**config.mk**
```make
export PLATFORM = sky130hd
export DESIGN_NAME = uctl_ahbmstrarb
export DESIGN_NICKNAME = d
export VERILOG_FILES = /design/src/rtl/uctl_ahbmstrarb.sv
export SDC_FILE = /design/constraint.sdc
export NUM_CORES = 1
export LEC_CHECK = 0
export ABC_AREA = 1
export CORE_MARGIN = 5
export CORE_UTILIZATION = 37
export DETAILED_ROUTE_END_ITERATION = 10
export GPL_TIMING_DRIVEN = 0
export HOLD_SLACK_MARGIN = 0.1
export PLACE_DENSITY = 0.8
export SYNTH_ARGS = -nofsm -noshare
export SYNTH_HDL_FRONTEND = slang
export SYNTH_SLANG_ARGS = --single-unit
```
**constraint.sdc**
```tcl
create_clock -name uctl_sysClk -period 1.93 [get_ports uctl_sysClk]
set_input_delay 0.4825 -clock uctl_sysClk [delete_from_list [all_inputs] [get_ports uctl_sysClk]]
set_output_delay 0.4825 -clock uctl_sysClk [all_outputs]
set_load 0.05 [all_outputs]
```
**src/rtl/uctl_ahbmstrarb.sv**
```systemverilog
// Two-way round-robin arbiter sharing one AHB master core between the DMA Rx and Tx engines.
// Request to ahbc is registered (1 clk); handshakes back to engines are combinational; watchdog aborts unacked grants.
module uctl_ahbmstrarb #(
  parameter int ADDR_SIZE = 32,
  parameter int TMO_WD    = 8,
  parameter int TMO_CNT   = 200
) (
  input  logic                 uctl_sysClk,
  input  logic                 uctl_sysRst_n,
  input  logic                 rx2arb_trEn,
  input  logic [4:0]           rx2arb_beats,
  input  logic [2:0]           rx2arb_hSize,
  input  logic [ADDR_SIZE-1:0] rx2arb_sWrAddr,
  input  logic                 rx2arb_sRdWr,
  input  logic                 tx2arb_trEn,
  input  logic [4:0]           tx2arb_beats,
  input  logic [2:0]           tx2arb_hSize,
  input  logic [ADDR_SIZE-1:0] tx2arb_sWrAddr,
  input  logic                 tx2arb_sRdWr,
  output logic                 arb2rx_ack,
  output logic                 arb2rx_addrDn,
  output logic                 arb2rx_dataDn,
  output logic                 arb2tx_ack,
  output logic                 arb2tx_addrDn,
  output logic                 arb2tx_dataDn,
  output logic [ADDR_SIZE-1:0] arb2eng_sWrAddr,
  output logic                 arb2ahbc_trEn,
  output logic [4:0]           arb2ahbc_beats,
  output logic [2:0]           arb2ahbc_hSize,
  output logic [ADDR_SIZE-1:0] arb2ahbc_sWrAddr,
  output logic                 arb2ahbc_sRdWr,
  input  logic                 ahbc2arb_ack,
  input  logic                 ahbc2arb_addrDn,
  input  logic                 ahbc2arb_dataDn,
  input  logic [ADDR_SIZE-1:0] ahbc2arb_sWrAddr,
  output logic [1:0]           arb_aOwn,
  output logic                 arb_tmoErr
);

  typedef enum logic [1:0] {ST_IDLE, ST_REQ, ST_ADDR} state_t;

  localparam logic [1:0]        OWN_NONE = 2'b00;
  localparam logic [1:0]        OWN_RX   = 2'b01;
  localparam logic [1:0]        OWN_TX   = 2'b10;
  localparam logic [TMO_WD-1:0] TMO_LAST = TMO_WD'(TMO_CNT - 1);

  state_t                 state_q;
  logic                   last_tx_q;
  logic [1:0]             a_own_q;
  logic [1:0]             d_own_q;
  logic [TMO_WD-1:0]      cnt_q;
  logic                   tren_q;
  logic [4:0]             beats_q;
  logic [2:0]             hsize_q;
  logic [ADDR_SIZE-1:0]   addr_q;
  logic                   rdwr_q;
  logic                   tmo_q;

  logic       any_req;
  logic       rx_win;
  logic [1:0] ack_own;
  logic [1:0] data_own;
  logic [1:0] d_own_d;

  assign any_req  = rx2arb_trEn | tx2arb_trEn;
  // On a tie Rx wins only if Tx was granted last.
  assign rx_win   = rx2arb_trEn & (~tx2arb_trEn | last_tx_q);
  assign ack_own  = (state_q == ST_REQ) ? a_own_q : OWN_NONE;
  assign data_own = (d_own_q != OWN_NONE) ? d_own_q : a_own_q;
  // Data phase handed over on addrDn, unless its only beat already completed this cycle.
  assign d_own_d  = (d_own_q == OWN_NONE && ahbc2arb_dataDn) ? OWN_NONE : a_own_q;

  assign arb2rx_ack      = ahbc2arb_ack    & ack_own[0];
  assign arb2tx_ack      = ahbc2arb_ack    & ack_own[1];
  assign arb2rx_addrDn   = ahbc2arb_addrDn & a_own_q[0];
  assign arb2tx_addrDn   = ahbc2arb_addrDn & a_own_q[1];
  assign arb2rx_dataDn   = ahbc2arb_dataDn & data_own[0];
  assign arb2tx_dataDn   = ahbc2arb_dataDn & data_own[1];
  assign arb2eng_sWrAddr = ahbc2arb_sWrAddr;

  assign arb2ahbc_trEn    = tren_q;
  assign arb2ahbc_beats   = beats_q;
  assign arb2ahbc_hSize   = hsize_q;
  assign arb2ahbc_sWrAddr = addr_q;
  assign arb2ahbc_sRdWr   = rdwr_q;
  assign arb_aOwn         = a_own_q;
  assign arb_tmoErr       = tmo_q;

  always_ff @(posedge uctl_sysClk) begin
    if (!uctl_sysRst_n) begin
      state_q   <= ST_IDLE;
      last_tx_q <= 1'b1;
      a_own_q   <= OWN_NONE;
      d_own_q   <= OWN_NONE;
      cnt_q     <= '0;
      tren_q    <= 1'b0;
      beats_q   <= '0;
      hsize_q   <= '0;
      addr_q    <= '0;
      rdwr_q    <= 1'b0;
      tmo_q     <= 1'b0;
    end else begin
      tmo_q <= 1'b0;
      if (ahbc2arb_dataDn && d_own_q != OWN_NONE) begin
        d_own_q <= OWN_NONE;
      end
      unique case (state_q)
        ST_IDLE: begin
          cnt_q <= '0;
          if (any_req) begin
            state_q   <= ST_REQ;
            tren_q    <= 1'b1;
            last_tx_q <= ~rx_win;
            a_own_q   <= rx_win ? OWN_RX : OWN_TX;
            beats_q   <= rx_win ? rx2arb_beats   : tx2arb_beats;
            hsize_q   <= rx_win ? rx2arb_hSize   : tx2arb_hSize;
            addr_q    <= rx_win ? rx2arb_sWrAddr : tx2arb_sWrAddr;
            rdwr_q    <= rx_win ? rx2arb_sRdWr   : tx2arb_sRdWr;
          end
        end
        ST_REQ: begin
          if (ahbc2arb_ack) begin
            tren_q <= 1'b0;
            cnt_q  <= '0;
            if (ahbc2arb_addrDn) begin
              a_own_q <= OWN_NONE;
              d_own_q <= d_own_d;
              state_q <= ST_IDLE;
            end else begin
              state_q <= ST_ADDR;
            end
          end else if (cnt_q == TMO_LAST) begin
            // Abort without acking; last_tx_q keeps favouring the other engine.
            tren_q  <= 1'b0;
            a_own_q <= OWN_NONE;
            tmo_q   <= 1'b1;
            cnt_q   <= '0;
            state_q <= ST_IDLE;
          end else begin
            cnt_q <= cnt_q + 1'b1;
          end
        end
        ST_ADDR: begin
          if (ahbc2arb_addrDn) begin
            a_own_q <= OWN_NONE;
            d_own_q <= d_own_d;
            state_q <= ST_IDLE;
          end
        end
        default: state_q <= ST_IDLE;
      endcase
    end
  end

endmodule

```
==> impl_metrics.toml <==
[floorplan]
dieArea_um2 = 10420
initial_utilization_pct = 38.16
core_area_um2 = 8217
rows = 33
dieWidth_um = 102.1
die_y_um = 102.1
io_pins = 204

[place]
dp.cells = 749
numPortBuffers = 171
place_congestion = 0.8620
placed_area_um2 = 4986
dp_hpwl_um = 8431

[power_and_ir_drop]
peakVddDrop_uv = 563.7
leakagePower_uw = 0.002304
total_power_uw = 5374
cellPowerDensity_nw_per_um2 = 1047

[drt]
routed_wl_um = 10450
ant_nets = 0
route.detailed.drc = 0
wl_per_cell_um = 13.67
drt_iter0_markers = 127
vias = 3632
drt-pass1-iter-count = 4
viasPerCell = 4.754

[finish]
nets = 782
synthToLayoutAreaGrowth_pct = 63.69
final_layout_size_suffix_gt1_share_pct = 14.26
layout_common_cells = "clkdlybuf4s50_1 (120), nor2_1 (99), nand2_1 (88)"
finalInstanceArea_um2 = 5132
final_common_cell = "clkdlybuf4s50_1"
utilization_pct = 62.46
fin_cells = 764
n_antenna_cell = 0

[setup_path]
critPathArrivalTime_ps = 1400
r2r_setup_slack_ps = 240
path_cells = "clkdlybuf4s50_1 > inv_1 > a21oi_2 > clkbuf_4"
cp_top_family = "buffers and inverters"
worstSetupStartpointType = "primary input"
r2r-end = "arb2ahbc_sWrAddr[25]"
worst-setup-path-type = "in -> out"
crit_cells = 4
worst-path-buf-inv = 3
cp-startpoint = "ahbc2arb_dataDn"
crit_path_max_incr_delay_ps = 510
timing.rr.start = "state_q[0]"
critical_path.max_fanout = 3
crit_path_end = "arb2tx_dataDn"
end_kind = "primary output"
slowest_stage = "clkdlybuf4s50_1"
cp.required_ps = 1450
reg2reg_depth = 7

[yosys]
synth_nets = 599
synth.cell_area_um2 = 3136
netlist_instances = 473
ys_types = 22
yosysSeqAreaShare_pct = 37.03
syn_avg_cell_area_um2 = 6.629
synth_warnings = 0
synth_seq_cells = 58

[global_routing]
antenna_found_initial = 0
grt_pass1_vias = 3572
globalRouteOverflowTotal = 0
grt_max_degree = 11
track_usage_pct = 19.39
grt_pass1_wl_um = 16100

[sta]
fin_skew_ps = 9.475
fin_crit_sh_pct = 97.68
setup_viol = 0
slew_headroom_pct = 64.11
worst_pin_slew_ps = 540.5
fmax_mhz = 530.4
period_needed_ps = 1885
hold_viol = 0
whs_ps = 459.8
finalMaxSlewViolations = 0

[clock_network]
clk_path_buf_depth = 2
htree_levels = 3
cts_hold_buffers = 0
clk_latency_ps = 330
clkSinkCount = 58
path_clk_slew_ps = 60
cts_made_buffers = 9
cts_tree = "done"
cts-root-buf = "clkbuf_8"

[outcome]
status = "finished clean"

[worst_hold_path]
min_path_type = "reg -> reg"

[flow_run]
drv_cap = 0
## registers in the layout (all words and copies together) (netlist names), 2 cells and up
signal and count:
arb2ahbc_sWrAddr 32, arb_aOwn 2, arb2ahbc_beats 5, d_own_q 2, state_q 2, cnt_q 8
arb2ahbc_hSize 3
## cell usage after synthesis (all sizes together)
library cell  count  share of area, %
o211ai            1              0.24
clkbuf            7              0.84
o21bai            1              0.24
nand4             4              0.80
nor4              1              0.20
nand3            18               2.9
nand2            90                11
nor3              1              0.32
buf              49                11
xor2              4               1.1
o21ai            46               7.3
nor2            103                13
inv              30               3.6
dfxtp            58                37
ha                5               2.0
a21oi            55               8.8
## per-stage QoR
stage	setup WS, ps	TNS [ps]
after floorplan	-2.343	-4.685
after global placement	-562.2	-13540
after detailed placement	-595.5	-13380
after CTS	2.280	0
after global routing	-1.294	-1.294
final	44.75	0
## report_power, final
part / internal, uW / switching, uW / leakage (uW)
Clock: 555 / 459 / 0.0000903
Sequential: 1420 / 127 / 0.000477
Combinational: 940 / 1870 / 0.00174
Total: 2920 / 2460 / 0.00230
## routing by layer
metal	global-route usage [%]	wire, um
met2	34.78	5201
met4	5.853	123
met3	6.075	993
met1	21.96	4127
met5	0	0
## cells by family (layout without fill, tap and decap cells)
kind of cell / Yosys count / count (layout) / synth area share (%)
xor gates and xnor gates: 4 / 4 / 1.117
DFF: 58 / 58 / 37.03
AOI/OAI and AO/OA: 103 / 103 / 16.60
adders and majority gates: 5 / 5 / 1.995
and+or+nand+nor: 217 / 217 / 27.85
buffers and inverters: 86 / 272 / 15.40
## timing repair
item,CTS,global route
setup endpoints to repair,51,44
resized for setup,85,14
buffers inserted,0,1
cloned,0,0
pin swaps,1,1
## how the worst min path moves through the flow
stage / from / to / depth (start not counted)
after floorplan: state_q[0] / state_q[0] / 2
after global placement: arb2ahbc_sWrAddr[14] / arb2ahbc_sWrAddr[14] / 2
after detailed placement: arb2ahbc_sWrAddr[15] / arb2ahbc_sWrAddr[15] / 2
after CTS: arb2ahbc_sWrAddr[15] / arb2ahbc_sWrAddr[15] / 2
after global routing: arb2ahbc_sWrAddr[15] / arb2ahbc_sWrAddr[15] / 2
final: arb2ahbc_beats[1] / arb2ahbc_beats[1] / 2
## area by class of cell
type | instances | area [um^2]
Fill cell | 770 | 3084
Timing Repair Buffer | 172 | 1659
Buffer | 56 | 380.4
Clock inverter | 2 | 12.51
Sequential cell | 58 | 1161
Clock buffer | 12 | 165.2
Tap cell | 105 | 131.4
Inverter | 30 | 112.6
Multi-Input combinational cell | 329 | 1510
## worst min-delay path, delay by kind of cell (launching register included)
| family | cells | cell delay [ps] |
|---|---|---|
| DFF | 1 | 300 |
| AOI/OAI and AO/OA | 1 | 50 |
| and+or+nand+nor | 1 | 60 |
Note: power is estimated with default switching activity, not from simulation.
